==> config.mk <==
export PLATFORM = sky130hd
export DESIGN_NAME = alu_share_arbiter
export DESIGN_NICKNAME = d
export VERILOG_FILES = /design/src/rtl/alu_share_arbiter.sv
export SDC_FILE = /design/constraint.sdc
export NUM_CORES = 1
export LEC_CHECK = 0
export ABC_AREA = 1
export ABC_CLOCK_PERIOD_IN_PS = 1700
export CAP_MARGIN = 20
export CORE_MARGIN = 3
export CORE_UTILIZATION = 23
export CTS_BUF_LIST = sky130_fd_sc_hd__clkbuf_8
export DETAILED_ROUTE_END_ITERATION = 8
export GPL_TIMING_DRIVEN = 0
export PLACE_DENSITY = 0.64
export SYNTH_ARGS = -nofsm -noshare
export SYNTH_HDL_FRONTEND = slang
export SYNTH_SLANG_ARGS = --single-unit
==> constraint.sdc <==
create_clock -name clk -period 1.7 [get_ports clk]
set_input_delay 0.17 -clock clk [delete_from_list [all_inputs] [get_ports clk]]
set_output_delay 0.17 -clock clk [all_outputs]
set_load 0.005 [all_outputs]
==> src/rtl/alu_share_arbiter.sv <==
// Round-robin arbiter time-sharing one ALU among NUM_REQ valid/ready requesters.
// Optional: define ALU_ARB_OPCHK_EN to flag illegal opcodes on the response channel.
module alu_share_arbiter #(
   parameter int NUM_REQ = 4,
   parameter int WIDTH   = 32,
   parameter int ID_W    = $clog2(NUM_REQ)
) (
   input  logic                     clk,
   input  logic                     rst,
   input  logic [NUM_REQ-1:0]       req_valid,
   output logic [NUM_REQ-1:0]       req_ready,
   input  logic [3*NUM_REQ-1:0]     req_op,
   input  logic [WIDTH*NUM_REQ-1:0] req_src1,
   input  logic [WIDTH*NUM_REQ-1:0] req_src2,
   output logic [2:0]               alu_ctrl,
   output logic [WIDTH-1:0]         alu_src1,
   output logic [WIDTH-1:0]         alu_src2,
   input  logic [WIDTH-1:0]         alu_result,
   input  logic                     alu_z,
   output logic                     resp_valid,
   input  logic                     resp_ready,
   output logic [ID_W-1:0]          resp_id,
   output logic [WIDTH-1:0]         resp_result,
   output logic                     resp_z,
   output logic                     resp_err
);

   typedef enum logic [1:0] {IDLE, EXEC, RESP} state_t;

   state_t            r_state;
   logic [ID_W-1:0]   r_rr_ptr;
   logic [2:0]        r_op;
   logic [WIDTH-1:0]  r_a;
   logic [WIDTH-1:0]  r_b;
   logic [ID_W-1:0]   r_id;
   logic [ID_W-1:0]   r_resp_id;
   logic [WIDTH-1:0]  r_res;
   logic              r_z;
   logic              r_err;

   logic [2:0]        w_op   [NUM_REQ];
   logic [WIDTH-1:0]  w_src1 [NUM_REQ];
   logic [WIDTH-1:0]  w_src2 [NUM_REQ];
   logic              w_grant_vld;
   logic [ID_W-1:0]   w_grant_idx;
   logic [2:0]        w_gop;
   logic              w_illegal;

   genvar gi;
   generate
      for (gi = 0; gi < NUM_REQ; gi++) begin : g_unpack
         assign w_op[gi]   = req_op[3*gi +: 3];
         assign w_src1[gi] = req_src1[WIDTH*gi +: WIDTH];
         assign w_src2[gi] = req_src2[WIDTH*gi +: WIDTH];
      end
   endgenerate

   // Scan from the farthest candidate back to rr_ptr so the nearest valid wins.
   always_comb begin
      w_grant_vld = 1'b0;
      w_grant_idx = '0;
      for (int k = NUM_REQ - 1; k >= 0; k--) begin
         int j;
         j = int'(r_rr_ptr) + k;
         if (j >= NUM_REQ) j = j - NUM_REQ;
         if (req_valid[j]) begin
            w_grant_vld = 1'b1;
            w_grant_idx = ID_W'(j);
         end
      end
   end

   assign w_gop = w_op[w_grant_idx];

`ifdef ALU_ARB_OPCHK_EN
   assign w_illegal = (w_gop == 3'b100) || (w_gop == 3'b110) || (w_gop == 3'b111);
`else
   assign w_illegal = 1'b0;
`endif

   assign req_ready = (r_state == IDLE && !rst && w_grant_vld)
                      ? (NUM_REQ'(1) << w_grant_idx) : '0;

   always_ff @(posedge clk) begin
      if (rst) begin
         r_state   <= IDLE;
         r_rr_ptr  <= '0;
         r_op      <= 3'b000;
         r_a       <= '0;
         r_b       <= '0;
         r_id      <= '0;
         r_resp_id <= '0;
         r_res     <= '0;
         r_z       <= 1'b0;
         r_err     <= 1'b0;
      end else begin
         case (r_state)
            IDLE: if (w_grant_vld) begin
               r_op    <= w_illegal ? 3'b000 : w_gop;
               r_err   <= w_illegal;
               r_a     <= w_src1[w_grant_idx];
               r_b     <= w_src2[w_grant_idx];
               r_id    <= w_grant_idx;
               r_state <= EXEC;
            end
            EXEC: begin
               // Illegal ops still run as an add, but their result is masked to 0 / Z=1.
               r_res     <= r_err ? '0 : alu_result;
               r_z       <= r_err ? 1'b1 : alu_z;
               r_resp_id <= r_id;
               r_rr_ptr  <= (r_id == ID_W'(NUM_REQ - 1)) ? '0 : r_id + 1'b1;
               r_state   <= RESP;
            end
            RESP: if (resp_ready) r_state <= IDLE;
            default: r_state <= IDLE;
         endcase
      end
   end

   assign alu_ctrl    = r_op;
   assign alu_src1    = r_a;
   assign alu_src2    = r_b;
   assign resp_valid  = (r_state == RESP);
   assign resp_id     = r_resp_id;
   assign resp_result = r_res;
   assign resp_z      = r_z;
   assign resp_err    = (r_state == RESP) && r_err;

endmodule

After elaboration in Yosys (flattened, before gate mapping). Cells that the tools add are included.

Bits in registers: 108. Bits of input ports: 308. Logic and storage cells: 77.

$add $sub $neg: 8. Order comparisons: 9. Equal/unequal tests: 5. Shifts and indexed selects: 1. Mux-type cells: 38. Bitwise logic cells: 1. Reductions and logical operators: 6.

Operators with widths (count): 2-to-1 mux 32 bit (8); binary-select mux 32 bit (select 2 bit) (2); less-than comparator 32 x 4 -> 1 bit (second input constant) (4); 2-to-1 mux 2 bit (7); greater-or-equal comparator 3 bit (second input constant) (4); 2-to-1 mux 1 bit (12); subtractor 3 x 3 -> 4 bit (second input constant) (3); binary-select mux 1 bit (select 2 bit) (4); adder 2 x 2 -> 3 bit (second input constant) (2); binary-select mux 3 bit (select 2 bit) (1); 2-to-1 mux 3 bit (2); one-hot mux 2 bit (3 select lines) (1); equality test 2 bit (second input constant) (2); 2-to-1 mux 4 bit (1); AND reduction 2 bit (2); left shift 1 x 2 -> 4 bit (first input constant) (1); subtractor 2 x 3 -> 4 bit (second input constant) (1); adder 2 x 1 -> 3 bit (second input constant) (1); greater-or-equal comparator 2 x 3 -> 1 bit (second input constant) (1); NOT 2 -> 3 bit (1); adder 2 x 1 -> 2 bit (second input constant) (1); equality test 2 x 1 -> 1 bit (second input constant) (1); logical AND 1 bit (2); zero test 2 bit (1); 3 further kinds (3).

Longest topological paths before layout. Gate-level depths: netlist of run 1.

Word-level depth: 14. Gate-level depth with buffers: 16.

Worst setup path before layout of run 1. Ideal clock, no wire load.

Kind: register to output. Start: register r_rr_ptr[0]. End: output req_ready[1]. Data arrival time: 1.614 ns. Slack: -0.084 ns. Cell stages (with the launch flop): 14. Path buffers: 3. Cells stage by stage: dfxtp_1 buf_4 nand2_1 nand2_1 inv_2 nand2_1 nand3_1 nand2_1 nand2_2 nand2_2 buf_6 buf_4 inv_2 nor3_1.

Word-level cells in the longest chain between the ends: 12.

Ends and longest elaborated chain: start, declared (RTL line 31) `logic [ID_W-1:0] r_rr_ptr;`; start signal, assigned (RTL line 111) `r_rr_ptr <= (r_id == ID_W'(NUM_REQ - 1)) ? '0 : r_id + 1'b1;`; adder 2 x 2 -> 3 bit (RTL line 64) `j = int'(r_rr_ptr) + k;`; subtractor 3 x 3 -> 4 bit / greater-or-equal comparator 3 bit (equally long branches) (RTL line 65) `if (j >= NUM_REQ) j = j - NUM_REQ;`; 2-to-1 mux 32 bit (RTL line 65); binary-select mux 1 bit (select 2 bit) (RTL line 66) `if (req_valid[j]) begin`; 2-to-1 mux 1 bit (not written as such) (2 in series) (RTL line 66); 2-to-1 mux 2 bit / 2-to-1 mux 1 bit (equally long branches) (4 in series) (RTL line 66); left shift 1 x 2 -> 4 bit / logical AND 1 bit (equally long branches) (RTL line 82, 81); 2-to-1 mux 4 bit (*) (RTL line 82) `? (NUM_REQ'(1) << w_grant_idx) : '0;`; end, declared (RTL line 11) `output logic [NUM_REQ-1:0] req_ready,`.

Every way passes the cells marked *; elsewhere a longest branch is shown, timed or not. The select of a mux whose other input is x is not followed.

Worst setup path in the final report of run 1.
Start: register r_rr_ptr[0]. End: output req_ready[2].

The elaborated chain is that of the path after synthesis.

==> run metrics, run 1 <==
final worst path period need=2.28 ns; DP Cell Count=1,864; GRT Util Overall=22.4%; initial DRC count=478; Reg2Reg Depth=14; kind of end point of the critical path=output port; FILL cells=2,930; total power=0.0185 W; RSZ-0062 raised after global routing=yes; CP Launch Point=r_rr_ptr[0]; die height=174 um; DR vias/cell=4.73; grt total ovfl=0; reg2reg start=r_rr_ptr[0]; clk_lat worst skew=0.39 ns; vias=8,989; CP max-delay cell=dfxtp_2; top-area cell type share of the netlist area=33.3%; fin cells=1,899; required time of the critical path=1.53 ns; vias in the first global route=8,745; Netlist Area Pre-Place=0.00649 mm^2; worst path buffer plus inverter count=3; htree depth=3; Hold WS=0.396 ns; CP endpoint=req_ready[2]; Final Wtd Congestion=0.893; clk buf depth=2; CTS tree=done; PD cells=1560 mW/mm^2; Worst Hold Class=in -> reg; R2R Path End=alu_src2[27]; Post-DRT Antenna Nets=0; Synth Warn #=0; sequential area share after synthesis=33.3%; port buffer count=414; Leak=5.32 nW; IO Count=416; period utilization=134%; Die W=174 um; Max VDD drop=0.622 mV; full die area=0.0303 mm^2; Setup Viol. Count Final=74; DP HPWL=28,100 um; Initial Util=23.7%; row count=60; layout cells sized above 1=10.2%; clk root buf=clkbuf_8; startpoint types=flop; Core Area=0.0273 mm^2; initial antenna violation count=0; Syn Inst Count=1,078; setup slack, reg-to-reg=-0.51 ns; Max Cap Viol=0; final wirelength=35,600 um; critical path cell sequence=buf_6, nand2_4, nand2_4, inv_4, nand2_1, nand4_1, o21ai_4, nor2_4, nand2_4, nor2_4, buf_2; Tightest Pin Transition=0.619 ns; Top cell by count, worst path=nand2_4; CTS buffer count=9; Crit Path Category=reg -> out; ant diodes=0; clk_skew=0.00827 ns; Synth Area per Inst=6.02 um^2; slowest stage delay, CP=0.38 ns; WL/cell=18.8 um; CTS clock-pin slew for the worst setup and hold paths=0.13 ns; DRC=0; Highest Clock Rate=439 MHz; Rel. slew slack=58.5%; endpoints failing hold=0; kind of cell adding the most delay to the critical path=simple AND/OR/NAND/NOR gates; Finished Core Util=43.3%; Synth area leaders=dfxtp_1 (33%), nand3_1 (30%), nand2_1 (13%); syn nets=1,387; synthesized flop and latch total=108; clock net sink count=108; Synth area leader=dfxtp_1; Slew Limit Fails=0; largest net degree at the start of global routing=22; Critical Path AT=2.11 ns; first-pass GRT wire length=52,400 um; Netlist cell types=23; Nets=1,831; CP Max Fanout=5; hold_sp=alu_result[30]; Final WS setup=-0.576 ns; status=finished, violations left; area grow syn2layout=82.3%; failing checks=setup timing; Crit path depth=11; drt pass-1 iters=5; setup_tns=-29.06 ns
## worst min path at each step
stage | end | slack, ns | cells past startpoint
finish | resp_result[30] | 0.40 | 3
global route | resp_result[17] | 0.38 | 3
CTS | resp_result[17] | 0.35 | 3
detailed placement | alu_src2[28] | 0.46 | 2
global placement | alu_src1[13] | 0.46 | 2
floorplan | r_state[1] | 0.34 | 3
## metal layers
layer	global-route usage, %	part of all wire [%]	vias up
li1	-	-	4399
met1	27.2	41	4170
met2	39.7	50	382
met3	5.59	7.8	38
met4	5.03	1.8	0
met5	0	0	-
## per-stage QoR
stage          setup WS (ns)  area (um^2)
2_1_floorplan        0.00202         6510
3_3_place_gp           -1.59        11100
3_5_place_dp           -1.61        11100
4_1_cts               -0.573        11700
5_1_grt               -0.695        11800
6_report              -0.576        11800
## what timing repair did
action                     4_1_cts  5_1_grt
cloned                           1        0
pin swaps                       21       10
hold buffers                     0        0
setup buffers                   14        4
gates resized for setup        125       27
setup endpoints to repair       74       83
## sequential cells by signal, summed over array words and instances, names as in the netlist
name,cells
resp_result,32
resp_id,2
resp_z,1
r_id,2
r_rr_ptr,2
alu_src1,32
alu_ctrl,3
r_state,2
alu_src2,32
## cells by family after synthesis
| family | after synthesis | share of synthesized area (%) |
|---|---|---|
| AND/OR/NAND/NOR | 738 | 50.6 |
| adder cells (fa/ha/maj) | 1 | 0.193 |
| other | 1 | 0.0578 |
| AO/OA/AOI/OAI | 43 | 3.49 |
| buffers and inverters | 187 | 12.3 |
| flip-flops | 108 | 33.3 |
## worst reg2reg max path, delay by kind of cell, from the launching register on
family	cells	cell delay, ns
flops	1	0.38
buf+inv	5	0.88
simple gates	9	0.90
## area by class of cell
type,count,area [um^2],share of cell area (%)
plain buffers,90,594,5.02
clock buffers,9,124,1.05
clock inverters,7,78.8,0.666
inverters,97,379,3.20
multi-input cells,783,3730,31.5
flip-flops and latches,108,2170,18.3
well taps,372,465,3.93
repair buffers,433,4290,36.3
## power breakdown
| part | switching (W) | total, W | internal, W | leakage, nW |
|---|---|---|---|---|
| logic | 0.00740 | 0.0129 | 0.00551 | 4.33 |
| clock network | 0.00112 | 0.00171 | 0.000591 | 0.0954 |
| registers | 0.000457 | 0.00383 | 0.00338 | 0.894 |
| total | 0.00898 | 0.0185 | 0.00948 | 5.32 |
## cells in the final DEF (no fill, tap or decap), types with 15 or more instances in the layout
cell / instances
clkdlybuf4s50_1: 409
nand3_1: 388
nand2_1: 212
nor2_1: 106
dfxtp_1: 106
inv_1: 87
buf_4: 41
o21ai_0: 36
buf_2: 22
clkbuf_1: 17
clkbuf_2: 15
## cells in the mapped netlist
cell type    n
a21oi_1      3
buf_1        8
buf_2       25
buf_4       16
buf_6        1
clkbuf_1    40
clkinv_1     2
conb_1       1
dfxtp_1    108
ha_1         1
inv_1       90
inv_2        5
nand2_1    227
nand2_2      2
nand3_1    395
nand3_2      1
nand4_1      1
nor2_1     109
nor2_2       1
nor3_1       2
o21ai_0     36
o21ai_1      1
o21ai_2      3
No activity file was read; power rests on OpenSTA's default activity.
==> run 2: changes to the inputs <==
- CAP_MARGIN: 20 -> default
- CTS_CLUSTER_DIAMETER: default -> 30
==> results of run 2 <==
Same layout as run 1: the final DEF is identical, and so are final timing and power.
==> run 3: changes to the inputs <==
- ABC_CLOCK_PERIOD_IN_PS: 1700 -> 2500
- PLACE_DENSITY: 0.64 -> 0.62
- SKIP_LAST_GASP: default -> 1
- clock period: 1.7 -> 2.5 ns (I/O delays scaled with it)
==> run 3 against run 2 <==
  * Combinational power fell by 35%
  * The flow now finishes without violations
  * Hold slack gained 0.069 ns
  * Routed wire length decreased by 0.60%
  * Flip-flop and latch count did not move
  * Largest power group unchanged
  * Via count down 0.67%
==> run metrics, run 3 (synthesis gave the netlist of run 1 again) <==
status=finished, final reports clean; DP Cell Count=1,864; Core Area=0.0273 mm^2; endpoints failing hold=0; kind of end point of the critical path=output port; post-place setup slack=-0.864 ns; PD cells=1050 mW/mm^2; grt total ovfl=0; startpoint types=flop; CTS clock-pin slew for the worst setup and hold paths=0.14 ns; clk_lat worst skew=0.40 ns; Worst Hold Class=in -> reg; area grow syn2layout=78.5%; vias=8,929; WL/cell=18.7 um; period utilization=96.7%; most frequent cells in the layout=clkdlybuf4s50_1 (410), nand3_1 (391), nand2_1 (215), nor2_1 (107), dfxtp_1 (106); vias in the first global route=8,674; Highest Clock Rate=414 MHz; fin cells=1,892; htree depth=3; DP HPWL=27,900 um; GRT Util Overall=22.2%; DRC=0; Final WS setup=0.0820 ns; critical path cell sequence=buf_8, o21ai_4, nand2_2, nand3_4, nand2_4, nand2_4, nand2_4, buf_12, buf_12, nor3_2, clkdlybuf4s15_2; drt pass-1 iters=6; RSZ-0062 raised after global routing=yes; placed cell areas=0.0111 mm^2; kind of cell adding the most delay to the critical path=buffers and inverters; hold_sp=alu_result[27]; Nets=1,823; worst path buffer plus inverter count=4; Die W=174 um; most common cell after layout, fill and taps aside=clkdlybuf4s50_1; largest net degree at the start of global routing=22; reg2reg start=r_rr_ptr[0]; Hold Buf Count CTS=0; clk buf depth=2; DR vias/cell=4.72; CP Max Fanout=8; CP max-delay cell=dfxtp_2; Post-DRT Antenna Nets=0; first-pass GRT wire length=51,900 um; Initial Util=23.7%; Tightest Pin Transition=0.687 ns; final worst path period need=2.42 ns; die height=174 um; Final Wtd Congestion=0.895; clk root buf=clkbuf_8; final wirelength=35,400 um; Max VDD drop=0.396 mV; full die area=0.0303 mm^2; Top cell by count, worst path=nand2_4; CTS tree=done; CTS buffer count=9; Finished Cell Area=0.0116 mm^2; Rel. slew slack=54.2%; slowest stage delay, CP=0.36 ns; Setup Viol. Count Final=0; Leak=5.14 nW; clk_skew=0.0246 ns; Critical Path AT=2.17 ns; layout cells sized above 1=7.44%; row count=60; Max Cap Viol=0; Slew Limit Fails=0; Crit Path Category=reg -> out; CP Launch Point=r_rr_ptr[0]; required time of the critical path=2.25 ns; IO Count=416; port buffer count=414; initial DRC count=470; clock net sink count=108; initial antenna violation count=0
[run 3: per-layer routing]
layer / share of wire [%] / vias to the layer above / GRT usage, %
li1: - / 4391 / -
met5: 0 / - / 0
met2: 48 / 367 / 38.2
met4: 2.5 / 0 / 6.64
met1: 42 / 4126 / 27.2
met3: 7.7 / 45 / 6.05
[run 3: final cells by class]
class / instances / area, um^2
Fill cell: 3005 / 15700
Timing Repair Buffer: 426 / 4230
Multi-Input combinational cell: 783 / 3660
Sequential cell: 108 / 2160
Buffer: 89 / 484
Tap cell: 372 / 465
Inverter: 97 / 367
Clock buffer: 9 / 124
Clock inverter: 7 / 80.1
Antenna cell: 1 / 2.50
[run 3: per-stage QoR]
step	TNS (ns)	hold slack (ns)	power [W]	utilization (%)
CTS	-0.0991	0.444	0.0120	41.9
detailed placement	-26.35	0.462	0.0105	40.6
global route	-0.0650	0.448	0.0131	42.4
floorplan	0	0.416	0.00699	-
finish	0	0.465	0.0121	42.4
global placement	-25.58	0.458	0.0104	40.6
[run 3: worst paths after layout]
kind,end,slack (ns),cells past startpoint
setup reg to reg,alu_src1[4],0.10,12
hold / removal,resp_result[27],0.47,3
setup / recovery,req_ready[0],0.08,11
hold reg to reg,alu_src1[22],0.48,2
[run 3: timing repair]
action	4_1_cts	5_1_grt
buffers inserted	8	4
resized for setup	39	34
pin swaps	6	13
setup endpoints to repair	53	15
[run 3: report_power, final]
| group | switching (W) | internal [W] | total [W] |
|---|---|---|---|
| Clock | 0.000784 | 0.000401 | 0.00118 |
| Combinational | 0.00490 | 0.00347 | 0.00837 |
| Sequential | 0.000302 | 0.00229 | 0.00260 |
[run 3: worst register-to-register path, stage by stage, from the launching register on]
cell,delay (ns)
dfxtp_2,0.36
buf_8,0.14
nand2_2,0.09
nand3_2,0.11
nand2_1,0.09
inv_2,0.07
nand3_1,0.12
o21ai_4,0.10
nor2_4,0.23
buf_4,0.28
clkbuf_1,0.44
nand3_1,0.23
nand2_1,0.09
